==> src/rtl/mult_split_seq_pkg.sv <==
// Shared types and elaboration-time helpers for the split sequential multiplier.
package mult_split_pkg;

    typedef enum logic [1:0] {
        IDLE = 2'd0,
        CALC = 2'd1,
        DONE = 2'd2
    } state_t;

    // Partial-product index: 0=LL, 1=LH, 2=HL, 3=HH
    typedef logic [1:0] step_t;

    // Half width of a W-bit operand.
    function automatic int half_w(input int w);
        return w / 2;
    endfunction

    // Width of the signed (H+1)x(H+1) partial product.
    function automatic int pp_w(input int h);
        return 2 * h + 2;
    endfunction

    // Mask that keeps bits [h-1:trunc] of a low half and clears the rest.
    // Bit h (the zero sign bit of the low half) is cleared as well, which is
    // harmless because it is always zero.
    function automatic logic [63:0] trunc_mask(input int h, input int trunc);
        logic [63:0] keep_h;
        logic [63:0] drop_t;
        keep_h = (64'd1 << h) - 64'd1;
        drop_t = (64'd1 << trunc) - 64'd1;
        return keep_h & ~drop_t;
    endfunction

endpackage

==> src/rtl/mult_split_seq_pp_unit.sv <==
// Combinational (H+1)x(H+1) signed multiplier; the one shared partial-product
// engine. Kept as its own module so approximate cells can be dropped in.
module mult_pp_unit #(
    parameter int H = 8
) (
    input  logic signed [H:0]     i_a,
    input  logic signed [H:0]     i_b,
    output logic signed [2*H+1:0] o_z
);

    // Operands are sign-extended to the result width before multiplying.
    always_comb begin
        o_z = i_a * i_b;
    end

endmodule

==> src/rtl/mult_split_seq.sv <==
// Iterative signed WxW multiplier: four half-width partial products through
// one shared multiplier, accumulated over four cycles, with valid/ready on
// both sides and an optional truncated low x low product.
module mult_split_seq
    import mult_split_pkg::*;
#(
    parameter int W     = 16,
    parameter int TRUNC = 4
) (
    input  logic             i_clk,
    input  logic             i_rst,
    input  logic             i_valid,
    output logic             o_ready,
    input  logic [W-1:0]     i_a,
    input  logic [W-1:0]     i_b,
    input  logic             i_approx,
    output logic             o_valid,
    input  logic             i_ready,
    output logic [2*W-1:0]   o_z,
    output logic             o_busy
);

    localparam int H  = half_w(W);
    localparam int PW = pp_w(H);
    localparam int ZW = 2 * W;

    localparam logic [63:0] MASK_FULL = trunc_mask(H, TRUNC);
    localparam logic [H:0]  LL_MASK   = MASK_FULL[H:0];

    // Parameter sanity: odd or tiny widths break the half split, and the
    // truncation cannot exceed the low half.
    generate
        if ((W % 2) != 0 || W < 4) begin : g_bad_w
            $error("mult_split_seq: W must be even and >= 4");
        end
        if (TRUNC < 0 || TRUNC > (W / 2)) begin : g_bad_trunc
            $error("mult_split_seq: TRUNC must be in 0..W/2");
        end
    endgenerate

    state_t           state;
    state_t           state_next;
    step_t            step;
    logic [W-1:0]     a_q;
    logic [W-1:0]     b_q;
    logic             approx_q;
    logic [ZW-1:0]    acc;
    logic [ZW-1:0]    z_q;

    logic signed [H:0]    a_lo;
    logic signed [H:0]    a_hi;
    logic signed [H:0]    b_lo;
    logic signed [H:0]    b_hi;
    logic signed [H:0]    pp_a;
    logic signed [H:0]    pp_b;
    logic signed [PW-1:0] pp_z;
    logic [ZW-1:0]        term_ext;
    logic [ZW-1:0]        term_sh;
    logic [ZW-1:0]        acc_sum;

    // State register.
    always_ff @(posedge i_clk) begin
        if (i_rst) begin
            state <= IDLE;
        end else begin
            state <= state_next;
        end
    end

    // Next-state: accept in IDLE, four CALC steps, hold DONE until taken.
    always_comb begin
        state_next = state;
        case (state)
            IDLE:    if (i_valid)         state_next = CALC;
            CALC:    if (step == 2'd3)    state_next = DONE;
            DONE:    if (i_ready)         state_next = IDLE;
            default:                      state_next = IDLE;
        endcase
    end

    assign o_ready = (state == IDLE);
    assign o_busy  = (state != IDLE);
    assign o_valid = (state == DONE);
    assign o_z     = z_q;

    // Operand split: low halves get a zero sign bit, high halves keep the
    // operand MSB, so a = a_hi*2^H + a_lo holds for every signed input.
    always_comb begin
        a_lo = {1'b0, a_q[H-1:0]};
        a_hi = {a_q[W-1], a_q[W-1:H]};
        b_lo = {1'b0, b_q[H-1:0]};
        b_hi = {b_q[W-1], b_q[W-1:H]};
    end

    // Select the partial-product operands for the current step.
    always_comb begin
        pp_a = a_lo;
        pp_b = b_lo;
        case (step)
            2'd0: begin
                pp_a = approx_q ? (a_lo & LL_MASK) : a_lo;
                pp_b = approx_q ? (b_lo & LL_MASK) : b_lo;
            end
            2'd1: begin
                pp_a = a_lo;
                pp_b = b_hi;
            end
            2'd2: begin
                pp_a = a_hi;
                pp_b = b_lo;
            end
            default: begin
                pp_a = a_hi;
                pp_b = b_hi;
            end
        endcase
    end

    mult_pp_unit #(
        .H (H)
    ) u_pp (
        .i_a (pp_a),
        .i_b (pp_b),
        .o_z (pp_z)
    );

    // Sign-extend the partial product, weight it by its half positions and
    // add. The true product always fits 2W bits, so wrap never occurs.
    always_comb begin
        term_ext = {{(ZW-PW){pp_z[PW-1]}}, pp_z};
        case (step)
            2'd0:    term_sh = term_ext;
            2'd1,
            2'd2:    term_sh = term_ext << H;
            default: term_sh = term_ext << (2 * H);
        endcase
        acc_sum = acc + term_sh;
    end

    // Capture on accept, accumulate in CALC, publish the result on DONE entry.
    always_ff @(posedge i_clk) begin
        if (i_rst) begin
            step     <= '0;
            a_q      <= '0;
            b_q      <= '0;
            approx_q <= 1'b0;
            acc      <= '0;
            z_q      <= '0;
        end else begin
            case (state)
                IDLE: begin
                    if (i_valid) begin
                        a_q      <= i_a;
                        b_q      <= i_b;
                        approx_q <= i_approx;
                        acc      <= '0;
                        step     <= '0;
                    end
                end
                CALC: begin
                    acc  <= acc_sum;
                    step <= step + 2'd1;
                    if (step == 2'd3) begin
                        z_q <= acc_sum;
                    end
                end
                default: begin
                end
            endcase
        end
    end

endmodule

==> config.mk <==
export PLATFORM = sky130hd
export DESIGN_NAME = mult_split_seq
export DESIGN_NICKNAME = d
export VERILOG_FILES = /design/src/rtl/mult_split_seq_pkg.sv /design/src/rtl/mult_split_seq_pp_unit.sv /design/src/rtl/mult_split_seq.sv
export SDC_FILE = /design/constraint.sdc
export NUM_CORES = 1
export LEC_CHECK = 0
export BUFFER_PORTS_ARGS = -buffer_cell sky130_fd_sc_hd__buf_2
export CAP_MARGIN = 20
export CORE_MARGIN = 2
export CORE_UTILIZATION = 40
export CTS_CLUSTER_SIZE = 10
export DETAILED_ROUTE_END_ITERATION = 6
export GPL_TIMING_DRIVEN = 0
export PLACE_DENSITY_LB_ADDON = 0.08
export SLEW_MARGIN = 5
export SYNTH_ARGS = -nofsm -noshare
export SYNTH_HDL_FRONTEND = slang
export SYNTH_HIERARCHICAL = 1
export SYNTH_SLANG_ARGS = --single-unit
==> constraint.sdc <==
create_clock -name i_clk -period 11.1 [get_ports i_clk]
set_input_delay 2.22 -clock i_clk [delete_from_list [all_inputs] [get_ports i_clk]]
set_output_delay 2.22 -clock i_clk [all_outputs]
set_load 0.02 [all_outputs]
After elaboration in Yosys (flattened, before gate mapping)
Cells that the tools add are included.
{"block": "classes", "multipliers": 1, "reduce_logical": 9, "muxes": 13, "eq_ne": 8, "n_addsub": 2}
{"operator": "$pmux W32 S2", "count": 2}
{"operator": "$pmux W9 S2", "count": 2}
{"operator": "$add A32 B32 Y32", "count": 1}
{"operator": "$mux W32", "count": 1}
{"operator": "$mul A9 B9 Y18", "count": 1}
{"operator": "$mux W2", "count": 4}
{"operator": "$mux W4", "count": 2}
{"operator": "$eq A2 B2 Y1 const B", "count": 3}
{"operator": "$pmux W2 S3", "count": 1}
{"operator": "$reduce_and A2 Y1", "count": 3}
{"operator": "$eq A2 B1 Y1 const B", "count": 2}
{"operator": "$logic_not A2 Y1", "count": 2}
{"operator": "$ne A2 B2 Y1 const B", "count": 2}
{"operator": "$pmux W2 S2", "count": 1}
{"operator": "$reduce_bool A2 Y1", "count": 2}
{"operator": "$reduce_and A3 Y1", "count": 1}
{"operator": "$add A2 B1 Y2 const B", "count": 1}
{"operator": "$ne A2 B1 Y1 const B", "count": 1}
{"operator": "$reduce_or A2 Y1", "count": 1}
{"block": "totals", "inputBits": 37, "ff_bits": 101, "output_inout_bits": 35, "word_cells": 40}

Logic depth before layout (Yosys ltp)
Gate-level depths: netlist of the first run.
{"block": "logic_depth", "ltp_word": 6, "mapped_depth": 36, "depth_no_buf": 33}

By module
Netlist of the first run, hierarchy kept.
{"mod": "mult_split_seq", "cells_per_inst": 774, "instances": 1, "seq_area_each_um2": 2021.9, "area_each_um2": 5944.5}
{"mod": "mult_pp_unit", "cells_per_inst": 327, "instances": 1, "seq_area_each_um2": 0.0, "area_each_um2": 3037.9}

Worst setup path after synthesis of the first run
No wires, ideal clock.
{"block": "synth_timing", "path_kind": "register to register", "from": "register step[0]", "to": "register acc[30]", "required_ns": 11.039, "path_slack_ns": 3.163, "path_stages_with_launch": 32, "arrival_ns": 7.876, "setup_time_ns": 0.061, "period_less_slack_ns": 7.937, "path_buffers": 4, "cell_sequence": "dfxtp_1 > inv_1 > ha_1 > clkbuf_1 > nor2_1 > a22o_1 > clkbuf_1 > nand2_1 > fa_1 > fa_1 > fa_1 > fa_1 > inv_1 > ha_1 > ha_1 > or3_1 > o21ai_0 > a31oi_1 > xnor2_1 > a21o_1 > clkbuf_1 > a21oi_1 > a21oi_1 > ha_1 > clkbuf_1 > a21o_1 > a2111oi_0 > o21ai_0 > o21ai_0 > o21ai_0 > a211oi_1 > a32o_1"}
{"block": "synth_between", "elab_chain_len": 6, "word_cells_on_any_way": 10, "classes_between": "add/sub: 1; mul: 1; eq/ne: 2; mux: 4; reduce/logical: 2"}
{"element": "from (decl)", "line": "mult_split_seq.sv:43", "source": "step_t step;"}
{"element": "from (signal assigned)", "line": "mult_split_seq.sv:162", "source": "step <= step + 2'd1;"}
{"element": "$eq A2 B2 Y1 or $logic_not A2 Y1 (tied branches)", "line": "mult_split_seq.sv:99", "source": "case (step)"}
{"element": "$pmux W9 S2 (*)", "line": "mult_split_seq.sv:99"}
{"element": "via pp_b[1]", "line": "mult_split_seq.sv:55", "source": "logic signed [H:0] pp_b;"}
{"element": "$mul A9 B9 Y18 (*)", "line": "mult_split_seq_pp_unit.sv:13", "source": "o_z = i_a * i_b;"}
{"element": "via pp_z[17]", "line": "mult_split_seq.sv:56", "source": "logic signed [PW-1:0] pp_z;"}
{"element": "$pmux W32 S2 (*)", "line": "mult_split_seq.sv:131", "source": "case (step)"}
{"element": "$add A32 B32 Y32 (*)", "line": "mult_split_seq.sv:137", "source": "acc_sum = acc + term_sh;"}
{"element": "$pmux W32 S2 (*)", "line": "mult_split_seq.sv:150", "source": "case (state)"}
{"element": "to (signal assigned)", "line": "mult_split_seq.sv:161", "source": "acc <= acc_sum;"}
{"element": "to (decl)", "line": "mult_split_seq.sv:47", "source": "logic [ZW-1:0] acc;"}
The timed path passes the listed nets; every way through them passes the cells marked *.
A chain may end at the register's enable or synchronous reset.

Final worst setup path of the first run
Ends and elaborated chain as after synthesis.

==> results.yml, run 1 <==
timing:
  setup_viol: 0
  slew_violations: 0
  rsz0062_at_grt: "no"
  fin_tns_setup_ns: 0
  timing.final.ws_setup_ns: 1.74
  hold_viol_final: 0
  clock_skew_ns: 0.0103
  tightest_slew_ns: 1.02
  period_share_pct: 84.4
  max-slew-margin-rel_pct: 31.8
  max_freq_ghz: 0.107
  fin_crit_ns: 9.36
synthesis:
  synth.area.mux_share_pct: 1.23
  synth_compound_area_share_pct: 20.5
  synth_top_family_by_area: "adder cells"
  ys_types: 64
  avgSynthCellArea_um2: 8.16
  synth_nets: 1282
  synth.top_cell.area_share_pct: 22.5
  synthAdderAreaFrac_pct: 26.0
  yosys.area.top_type: "dfxtp_1"
  syn_area_um2: 8980
  postSynth.asyncResetShare_pct: 0
  ys.warnings.count: 6
  synth_simple_gate_area_share_pct: 17.6
  syn_inst: 1101
  ys_seq_elements: 101
  ys.flop_type: "dfxtp_1"
  yosys.area_share.xor_xnor_pct: 4.58
  synth-edff-count: 0
  ys_seq_area_share_pct: 22.5
  yosys-top-cells-area: "dfxtp_1, fa_1, ha_1, nand2_1, a21oi_1"
detailed_routing:
  vias_per_cell: 5.30
  antenna_left: 0
  wire_per_inst_um: 17.3
  firstDrtPassIters: 6
  routed_wl_um: 25300
  vias: 7777
  drcViolationCount: 0
  drtIter0Drc: 464
worst_setup_path:
  r2r-start: "step[0]"
  crit_path_max_incr_delay_ns: 0.60
  worstRegToRegCells: 32
  timing.rr.end: "acc[30]"
  critPathLaunch: "step[0]"
  critPathKind: "reg -> reg"
  cp_common_cell: "fa_1"
  worstPathRequired_ns: 11.40
  crit_fanout: 10
  worst_setup_path_end_kind: "register"
  arrival_ns: 9.66
  crit_end: "acc[30]"
  reg2reg_slack_ns: 1.74
  critPathSlowestCell: "fa_1"
  start_kind: "register"
global_route:
  grtUsageTotal_pct: 22.0
  grt_max_degree: 16
  antenna_found_initial: 0
  grt-ovfl-total: 0
  grt_pass1_wl_um: 41000
  grt_pass1_vias: 7650
hold_path:
  hp-class: "reg -> reg"
cts:
  holdBufCountCts: 0
  cts_buffers: 9
  cts_tree: "yes"
  cts_setup_buffers: 0
  root_buffer: "clkbuf_16"
  clkSinkCount: 101
  clkLatencyLatePin_ns: 0.35
  h-tree-depth: 3
  ctsResizeCount: 0
  clockBufferDepth: 2
  clk_pin_slew_ns: 0.08
cells_and_area:
  nFillCells: 2273
  final_cell_area_um2: 9980
  diodes: 0
  multi_input_area_um2: 6280
  layout.cells.non_filler: 1466
  final_util_pct: 45.4
  areaGrowthSynthToFinish_pct: 11.1
  register_area_um2: 2020
  nets: 1364
  drive_above_1_share_pct: 10.4
power:
  clockPowerShare_pct: 35.5
  share_comb_of_total_power_pct: 24.0
  swShare_pct: 33.1
  powerDensity_nw_per_um2: 94.3
  seqPwrFrac_pct: 40.5
  power.switching_mw: 0.312
  p_int_mw: 0.629
  p_leak_nw: 4.64
  ir_drop_mv: 0.0756
floorplan:
  floorplan.initialDensity_pct: 40.9
  rows: 54
  fp.coreArea_um2: 22000
  die_h_um: 154
  pin_count: 72
  die_x_um: 154
  dieArea_um2: 23700
flow_run:
  drv_cap: 0
place:
  place.gp.congestion: 0.890
  io_buffers: 71
  dp.cells: 1452
  hpwl_um: 20100
  post_dp_cell_area_um2: 9690
  dpl_worst_slack_ns: 1.72
status:
  status: "finished clean"
## cells in the final DEF (no fill, tap or decap), types with 3 or more instances in the layout
| master | count |
|---|---|
| a211oi_1 | 9 |
| a21o_1 | 17 |
| a21oi_1 | 137 |
| a22o_1 | 20 |
| a22oi_1 | 9 |
| a31oi_1 | 6 |
| and2_1 | 45 |
| and3_1 | 4 |
| buf_1 | 6 |
| buf_2 | 78 |
| buf_6 | 7 |
| clkbuf_1 | 39 |
| clkbuf_16 | 9 |
| dfxtp_1 | 101 |
| fa_1 | 71 |
| ha_1 | 73 |
| inv_1 | 102 |
| mux2_2 | 8 |
| nand2_1 | 195 |
| nand2b_1 | 10 |
| nand3_1 | 25 |
| nand4_1 | 11 |
| nor2_1 | 37 |
| nor2b_1 | 9 |
| nor3_1 | 6 |
| o21a_1 | 9 |
| o21ai_0 | 35 |
| o21bai_1 | 6 |
| o221ai_1 | 3 |
| or3_1 | 3 |
| xnor2_1 | 34 |
| xor2_1 | 13 |
## cell type report
cell class / count / area share (%)
inverters: 102 / 3.84
clock inverters: 3 / 0.464
repair buffers: 71 / 3.56
flip-flops and latches: 101 / 20.3
well taps: 280 / 3.51
plain buffers: 60 / 2.95
clock buffers: 11 / 2.43
multi-input cells: 838 / 63.0
## power by group through the flow
stage	clock network, mW	logic [mW]	registers [mW]
global route	0.356	0.254	0.382
finish	0.334	0.226	0.381
CTS	0.343	0.226	0.381
floorplan	0	0.156	0.387
global placement	0	0.225	0.389
detailed placement	0	0.225	0.389
## through the flow
| step | hold slack [ns] | power (mW) |
|---|---|---|
| after floorplan | 0.431 | 0.543 |
| after global placement | 0.440 | 0.614 |
| after CTS | 0.454 | 0.950 |
| after detailed placement | 0.443 | 0.614 |
| final | 0.452 | 0.941 |
| after global routing | 0.474 | 0.992 |
## state kept, by name, indices dropped and copies added (netlist names)
signal,cells
a_q,16
acc,32
approx_q,1
b_q,16
o_z,32
state,2
step,2
## metal layers
metal / up-vias / track usage, % / share of wire (%)
met3: 26 / 3.33 / 5.0
li1: 3871 / - / -
met4: 0 / 5.47 / 1.9
met1: 3691 / 32.7 / 50
met2: 189 / 33.7 / 43
met5: - / 0 / 0
## worst max-delay path: cells and delay by family, from the launching register on
family / cells / cell delay (ns)
AO/OA/AOI/OAI: 15 / 3.24
XOR/XNOR: 1 / 0.16
adder cells (fa/ha/maj): 8 / 3.56
buffers and inverters: 6 / 1.31
flip-flops: 1 / 0.53
AND/OR/NAND/NOR: 2 / 0.55
## cell usage after synthesis, drive strengths merged, types with 2 or more instances
| cell | n |
|---|---|
| a31o | 2 |
| o21ai | 39 |
| buf | 22 |
| a21o | 17 |
| and3 | 4 |
| xnor2 | 34 |
| nand2 | 195 |
| o221ai | 3 |
| nor2 | 37 |
| xor2 | 13 |
| nor2b | 9 |
| or3 | 3 |
| mux2 | 8 |
| mux2i | 2 |
| and2 | 46 |
| a2111oi | 3 |
| a211oi | 10 |
| a21oi | 139 |
| a21bo | 2 |
| nor3 | 6 |
| a32oi | 2 |
| o41ai | 2 |
| o21a | 9 |
| clkbuf | 38 |
| fa | 71 |
| ha | 73 |
| nand3 | 25 |
| a211o | 2 |
| a22o | 20 |
| inv | 102 |
| o31ai | 2 |
| a31oi | 6 |
| nor4 | 2 |
| dfxtp | 101 |
| nand2b | 10 |
| o211ai | 3 |
| o21bai | 7 |
| nand4 | 11 |
| a41oi | 3 |
| a22oi | 9 |
## cell families (layout without fill, tap and decap cells)
logic type / Yosys count / in the layout
AO/OA/AOI/OAI: 286 / 286
XOR/XNOR: 47 / 47
adder cells (fa/ha/maj): 144 / 144
buffers and inverters: 162 / 247
flip-flops: 101 / 101
multiplexers: 10 / 10
AND/OR/NAND/NOR: 351 / 351
## worst min path at each step
stage | cells after the start | slack, ns | to | from
6_report | 2 | 0.45 | o_z[5] | o_z[5]
5_1_grt | 2 | 0.47 | b_q[4] | b_q[4]
4_1_cts | 2 | 0.45 | o_z[13] | o_z[13]
3_5_place_dp | 2 | 0.44 | o_z[13] | o_z[13]
3_3_place_gp | 2 | 0.44 | a_q[14] | a_q[14]
2_1_floorplan | 2 | 0.43 | approx_q | approx_q
Power figures use the tool's default switching activity.
==> run 2, diff against run 1 <==
==> constraint.sdc (replaced) <==
create_clock -name i_clk -period 9.6 [get_ports i_clk]
set_input_delay 1.92 -clock i_clk [delete_from_list [all_inputs] [get_ports i_clk]]
set_output_delay 1.92 -clock i_clk [all_outputs]
set_load 0.02 [all_outputs]
==> run 2 against run 1 <==
Net effect: final cell count down 0.34%; cell area is the same; largest power group unchanged; sequential share of layout area stayed put; sequential cell count is the same; clock skew increased by 0.0042 ns; via count shrank 0.39%; clock-buffer cell count stayed put; global-route usage is the same; die area unchanged; largest cell class unchanged; first-iteration DRC count rose by 3.9%.
==> results.yml, run 2 (synthesized netlist as in run 1, its figures left out) <==
hold_path:
  hold_path_depth: 2
  hp-class: "reg -> reg"
cts:
  h-tree-depth: 3
  root_buffer: "clkbuf_16"
  clockBufferDepth: 2
  clkLatencyLatePin_ns: 0.36
  clkSinkCount: 101
  holdBufCountCts: 0
  cts_buffers: 9
  clk_pin_slew_ns: 0.08
  ctsResizeCount: 0
  cts_setup_buffers: 0
  cts_tree: "yes"
cells_and_area:
  diodes: 0
  nets: 1359
  drive_above_1_share_pct: 11.0
  final_common_cell: "nand2_1"
  areaGrowthSynthToFinish_pct: 11.1
  final_cell_mix: "nand2_1, a21oi_1, inv_1"
detailed_routing:
  vias_per_cell: 5.30
  firstDrtPassIters: 5
  antenna_left: 0
  wire_per_inst_um: 17.3
  routed_wl_um: 25300
  drcViolationCount: 0
  vias: 7747
  drtIter0Drc: 482
timing:
  period_share_pct: 92.6
  max-slew-margin-rel_pct: 29.9
  clock_skew_ns: 0.0145
  tightest_slew_ns: 1.04
  rsz0062_at_grt: "no"
  fin_tns_setup_ns: 0
  hold_viol_final: 0
  setup_viol: 0
  max_freq_ghz: 0.113
  fin_crit_ns: 8.89
  timing.final.ws_setup_ns: 0.714
  slew_violations: 0
worst_setup_path:
  r2r-start: "step[0]"
  reg2reg_slack_ns: 0.71
  crit_fanout: 10
  critPathSlowestCell: "dfxtp_1"
  worst_setup_path_end_kind: "register"
  timing.rr.end: "acc[30]"
  worstRegToRegCells: 31
  start_kind: "register"
  crit_path_max_incr_delay_ns: 0.53
  worstPathRequired_ns: 9.90
  critPathKind: "reg -> reg"
  crit_end: "acc[30]"
  critPathLaunch: "step[0]"
  arrival_ns: 9.18
global_route:
  antenna_found_initial: 0
  grt-ovfl-total: 0
  grt_max_degree: 16
  grt_pass1_vias: 7650
  grtUsageTotal_pct: 22.0
  grt_pass1_wl_um: 41000
floorplan:
  pin_count: 72
  fp.coreArea_um2: 22000
  dieArea_um2: 23700
  die_h_um: 154
  floorplan.initialDensity_pct: 40.9
  rows: 54
  die_x_um: 154
power:
  powerDensity_nw_per_um2: 109
  ir_drop_mv: 0.0864
  p_total_mw: 1.09
  p_leak_nw: 4.64
place:
  dpl_worst_slack_ns: 0.218
  place.gp.congestion: 0.890
  hpwl_um: 20100
  io_buffers: 71
status:
  status: "finished clean"
flow_run:
  drv_cap: 0
-- run 2: changes by cell type in the layout (fill, tap and decap cells not counted), sizes merged --
cell    change
clkbuf      -5
-- run 2: stage by stage --
step           utilization (%)  hold slack, ns  area (µm²)  std cells
2_1_floorplan                -           0.431        8980       1101
3_3_place_gp              44.1           0.440        9690       1452
3_5_place_dp              44.1           0.443        9690       1452
4_1_cts                   45.4           0.454        9980       1466
5_1_grt                   45.4           0.474        9980       1461
6_report                  45.4           0.452        9980       1461
-- run 2: cell type report --
type                       instances  area [µm²]
fill                            2275       12000
sequential                       101        2020
buffer                            55         275
timing repair buffer              71         355
multi-input combinational        838        6300
clock inverter                     3        46.3
inverter                         102         383
clock buffer                      11         243
tap                              280         350
-- run 2: worst min-delay path by stage --
| stage | startpoint | to | slack (ns) |
|---|---|---|---|
| CTS | o_z[13] | o_z[13] | 0.45 |
| detailed placement | o_z[13] | o_z[13] | 0.44 |
| finish | o_z[5] | o_z[5] | 0.45 |
| global placement | a_q[14] | a_q[14] | 0.44 |
| global route | b_q[4] | b_q[4] | 0.47 |
| floorplan | approx_q | approx_q | 0.43 |
-- run 2: per-layer routing --
metal / track usage, % / vias to the layer above / share of wire, %
li1: - / 3869 / -
met4: 5.47 / 0 / 2.0
met1: 32.7 / 3691 / 51
met2: 33.7 / 160 / 43
met3: 3.33 / 27 / 4.0
met5: 0 / - / 0
-- run 2: where the power goes --
part	switching [mW]	internal, mW
logic	0.174	0.0873
clock network	0.178	0.208
registers	0.00812	0.432
-- run 2: worst max-delay path: cells and delay by family (launching register included) --
kind	cells	cell delay, ns
buf+inv	6	1.08
compound gates	13	2.97
xor+xnor	1	0.17
simple gates	3	0.86
fa+ha+maj	8	3.22
flops	1	0.53
==> run 3, diff against run 2 <==
--- a/config.mk
+++ b/config.mk
@@ -16,5 +16,4 @@
 export SLEW_MARGIN = 5
 export SYNTH_ARGS = -nofsm -noshare
 export SYNTH_HDL_FRONTEND = slang
-export SYNTH_HIERARCHICAL = 1
 export SYNTH_SLANG_ARGS = --single-unit
==> run 3 against run 2 <==
Net effect: critical path depth grew 5; sequential power about the same; hold slack worse by 0.0012 ns; synthesized cell count rose by 1.0%; maximum frequency shrank 3.1%; die area fell by 1.2%; via count is essentially flat; area after synthesis down 1.2%; combinational power fell by 10%; core utilization grew 0.18 points; register-to-register slack lost 0.29 ns; highest routed layer unchanged.
==> results.yml, run 3 <==
cells_and_area:
  final_cell_mix: "nand2_1, a21oi_1, dfxtp_1"
  drive_above_1_share_pct: 10.5
  final_common_cell: "nand2_1"
  areaGrowthSynthToFinish_pct: 12.2
  diodes: 0
  nets: 1379
floorplan:
  die_x_um: 153
  fp.coreArea_um2: 21800
  pin_count: 72
  die_h_um: 153
  floorplan.initialDensity_pct: 40.7
  dieArea_um2: 23400
  rows: 54
detailed_routing:
  firstDrtPassIters: 5
  vias: 7743
  drtIter0Drc: 465
  wire_per_inst_um: 17.0
  drcViolationCount: 0
  routed_wl_um: 25200
  antenna_left: 0
  vias_per_cell: 5.22
synthesis:
  synth_nets: 1294
  ys.warnings.count: 0
  ys_seq_area_share_pct: 22.8
  synth-edff-count: 0
  ys.flop_type: "dfxtp_1"
  syn_inst: 1112
  yosys-top-cells-area: "dfxtp_1, fa_1, ha_1, nand2_1, a21oi_1"
  synth.top_cell.area_share_pct: 22.8
  syn_area_um2: 8870
  avgSynthCellArea_um2: 7.98
  ys_seq_elements: 101
  ys_top_cells_by_count: "nand2_1, a21oi_1, dfxtp_1"
  postSynth.asyncResetShare_pct: 0
  synth.most_common_cell: "nand2_1"
  yosys.area.top_type: "dfxtp_1"
  ys_types: 67
status:
  status: "finished clean"
place:
  place.gp.congestion: 0.907
  dpl_worst_slack_ns: -0.567
  io_buffers: 71
  hpwl_um: 20400
global_route:
  antenna_found_initial: 0
  grt-ovfl-total: 0
  grtUsageTotal_pct: 21.7
  grt_pass1_vias: 7496
  grt_max_degree: 17
  grt_pass1_wl_um: 40400
power:
  powerDensity_nw_per_um2: 106
  share_comb_of_total_power_pct: 22.4
  power.switching_mw: 0.349
  seqPwrFrac_pct: 41.8
  swShare_pct: 33.2
  ir_drop_mv: 0.0834
  p_int_mw: 0.701
  clockPowerShare_pct: 35.8
  p_total_mw: 1.05
  p_leak_nw: 4.67
worst_setup_path:
  crit_path_max_incr_delay_ns: 0.56
  arrival_ns: 9.44
  crit_fanout: 10
  critPathKind: "reg -> reg"
  worstPathRequired_ns: 9.87
  worst_setup_path_end_kind: "register"
  start_kind: "register"
  critPathSlowestCell: "fa_1"
cts:
  clkLatencyLatePin_ns: 0.37
  clockBufferDepth: 2
  root_buffer: "clkbuf_16"
  clk_pin_slew_ns: 0.07
  cts_buffers: 9
  h-tree-depth: 3
  clkSinkCount: 101
  cts_tree: "yes"
hold_path:
  hp-class: "reg -> reg"
timing:
  tightest_slew_ns: 0.933
  fin_crit_ns: 9.17
  max-slew-margin-rel_pct: 36.0
  setup_viol: 0
  hold_viol_final: 0
  max_freq_ghz: 0.109
  period_share_pct: 95.6
  slew_violations: 0
  timing.final.ws_setup_ns: 0.427
  clock_skew_ns: 0.0185
  whs_ns: 0.450
flow_run:
  drv_cap: 0
==> run 3: cell count changes after synthesis, moves of 6 or more <==
cell | previous run | this run
inv_1 | 102 | 96
and2_1 | 45 | 15
a22oi_1 | 9 | 15
nor2_1 | 37 | 93
nand3_1 | 25 | 36
nand2_1 | 195 | 212
nand4_1 | 11 | 5
mux2_2 | 8 | 2
a21oi_1 | 137 | 120
o21ai_0 | 35 | 13
a21o_1 | 17 | 26
==> run 3: metrics by stage <==
stage / area (µm²) / utilization, % / std cells / setup TNS (ns)
2_1_floorplan: 8870 / - / 1112 / 0
3_3_place_gp: 9580 / 43.9 / 1463 / -3.36
3_5_place_dp: 9580 / 43.9 / 1463 / -3.74
4_1_cts: 9890 / 45.3 / 1479 / 0
5_1_grt: 9960 / 45.6 / 1482 / -0.00407
6_report: 9960 / 45.6 / 1482 / 0
==> run 3: repair_timing <==
| action | 4_1_cts | 5_1_grt |
|---|---|---|
| pin swaps | 0 | 2 |
| setup buffers | 0 | 3 |
| endpoints found under the setup margin | 17 | 19 |
| resized for setup | 5 | 13 |
| hold buffers | 0 | 0 |
| endpoints found under the hold margin | 0 | 0 |
==> run 3: worst max-delay path, delay by kind of cell (launching register included) <==
family                     cells  cell delay [ns]
adders and majority gates      8             3.58
AOI/OAI and AO/OA             15             3.22
buffers and inverters          7             0.93
and+or+nand+nor                5             0.80
DFF                            1             0.33
xor gates and xnor gates       1             0.22
==> run 3: path summary, 6_finish.rpt <==
kind                               start        to  slack [ns]  cells past startpoint
worst min register to register  approx_q  approx_q        0.45                      2
worst max-delay path             step[0]   acc[31]        0.43                     36
worst min-delay path            approx_q  approx_q        0.45                      2
worst max register to register   step[0]   acc[31]        0.43                     36
==> run 3: layer usage <==
metal,wire [µm],up-vias,track usage (%)
met1,13300,3689,33.9
met5,0,-,0
met4,269,0,4.41
met3,1140,17,2.81
li1,-,3876,-
met2,10500,161,31.9
==> run 3: cell type report <==
class,count,area (µm²)
clock inverter,4,32.5
fill,2321,11900
sequential,101,2020
buffer,53,246
inverter,96,360
clock buffer,12,256
tap,280,350
multi-input combinational,862,6310
timing repair buffer,74,378
==> run 3: logic make-up (layout without fill, tap and decap cells) <==
family	Yosys count	count (layout)	share of synthesized area [%]
and+or+nand+nor	411	411	20.0
AOI/OAI and AO/OA	256	256	18.9
buffers and inverters	149	239	6.80
adders and majority gates	145	145	26.4
DFF	101	101	22.8
xor gates and xnor gates	44	44	4.34
muxes	6	6	0.705
==> run 3: power groups by stage <==
stage	sequential (mW)	clock, mW	combinational [mW]
6_report	0.439	0.376	0.235
5_1_grt	0.441	0.400	0.262
4_1_cts	0.439	0.383	0.232
3_5_place_dp	0.449	0	0.231
3_3_place_gp	0.449	0	0.229
2_1_floorplan	0.447	0	0.159
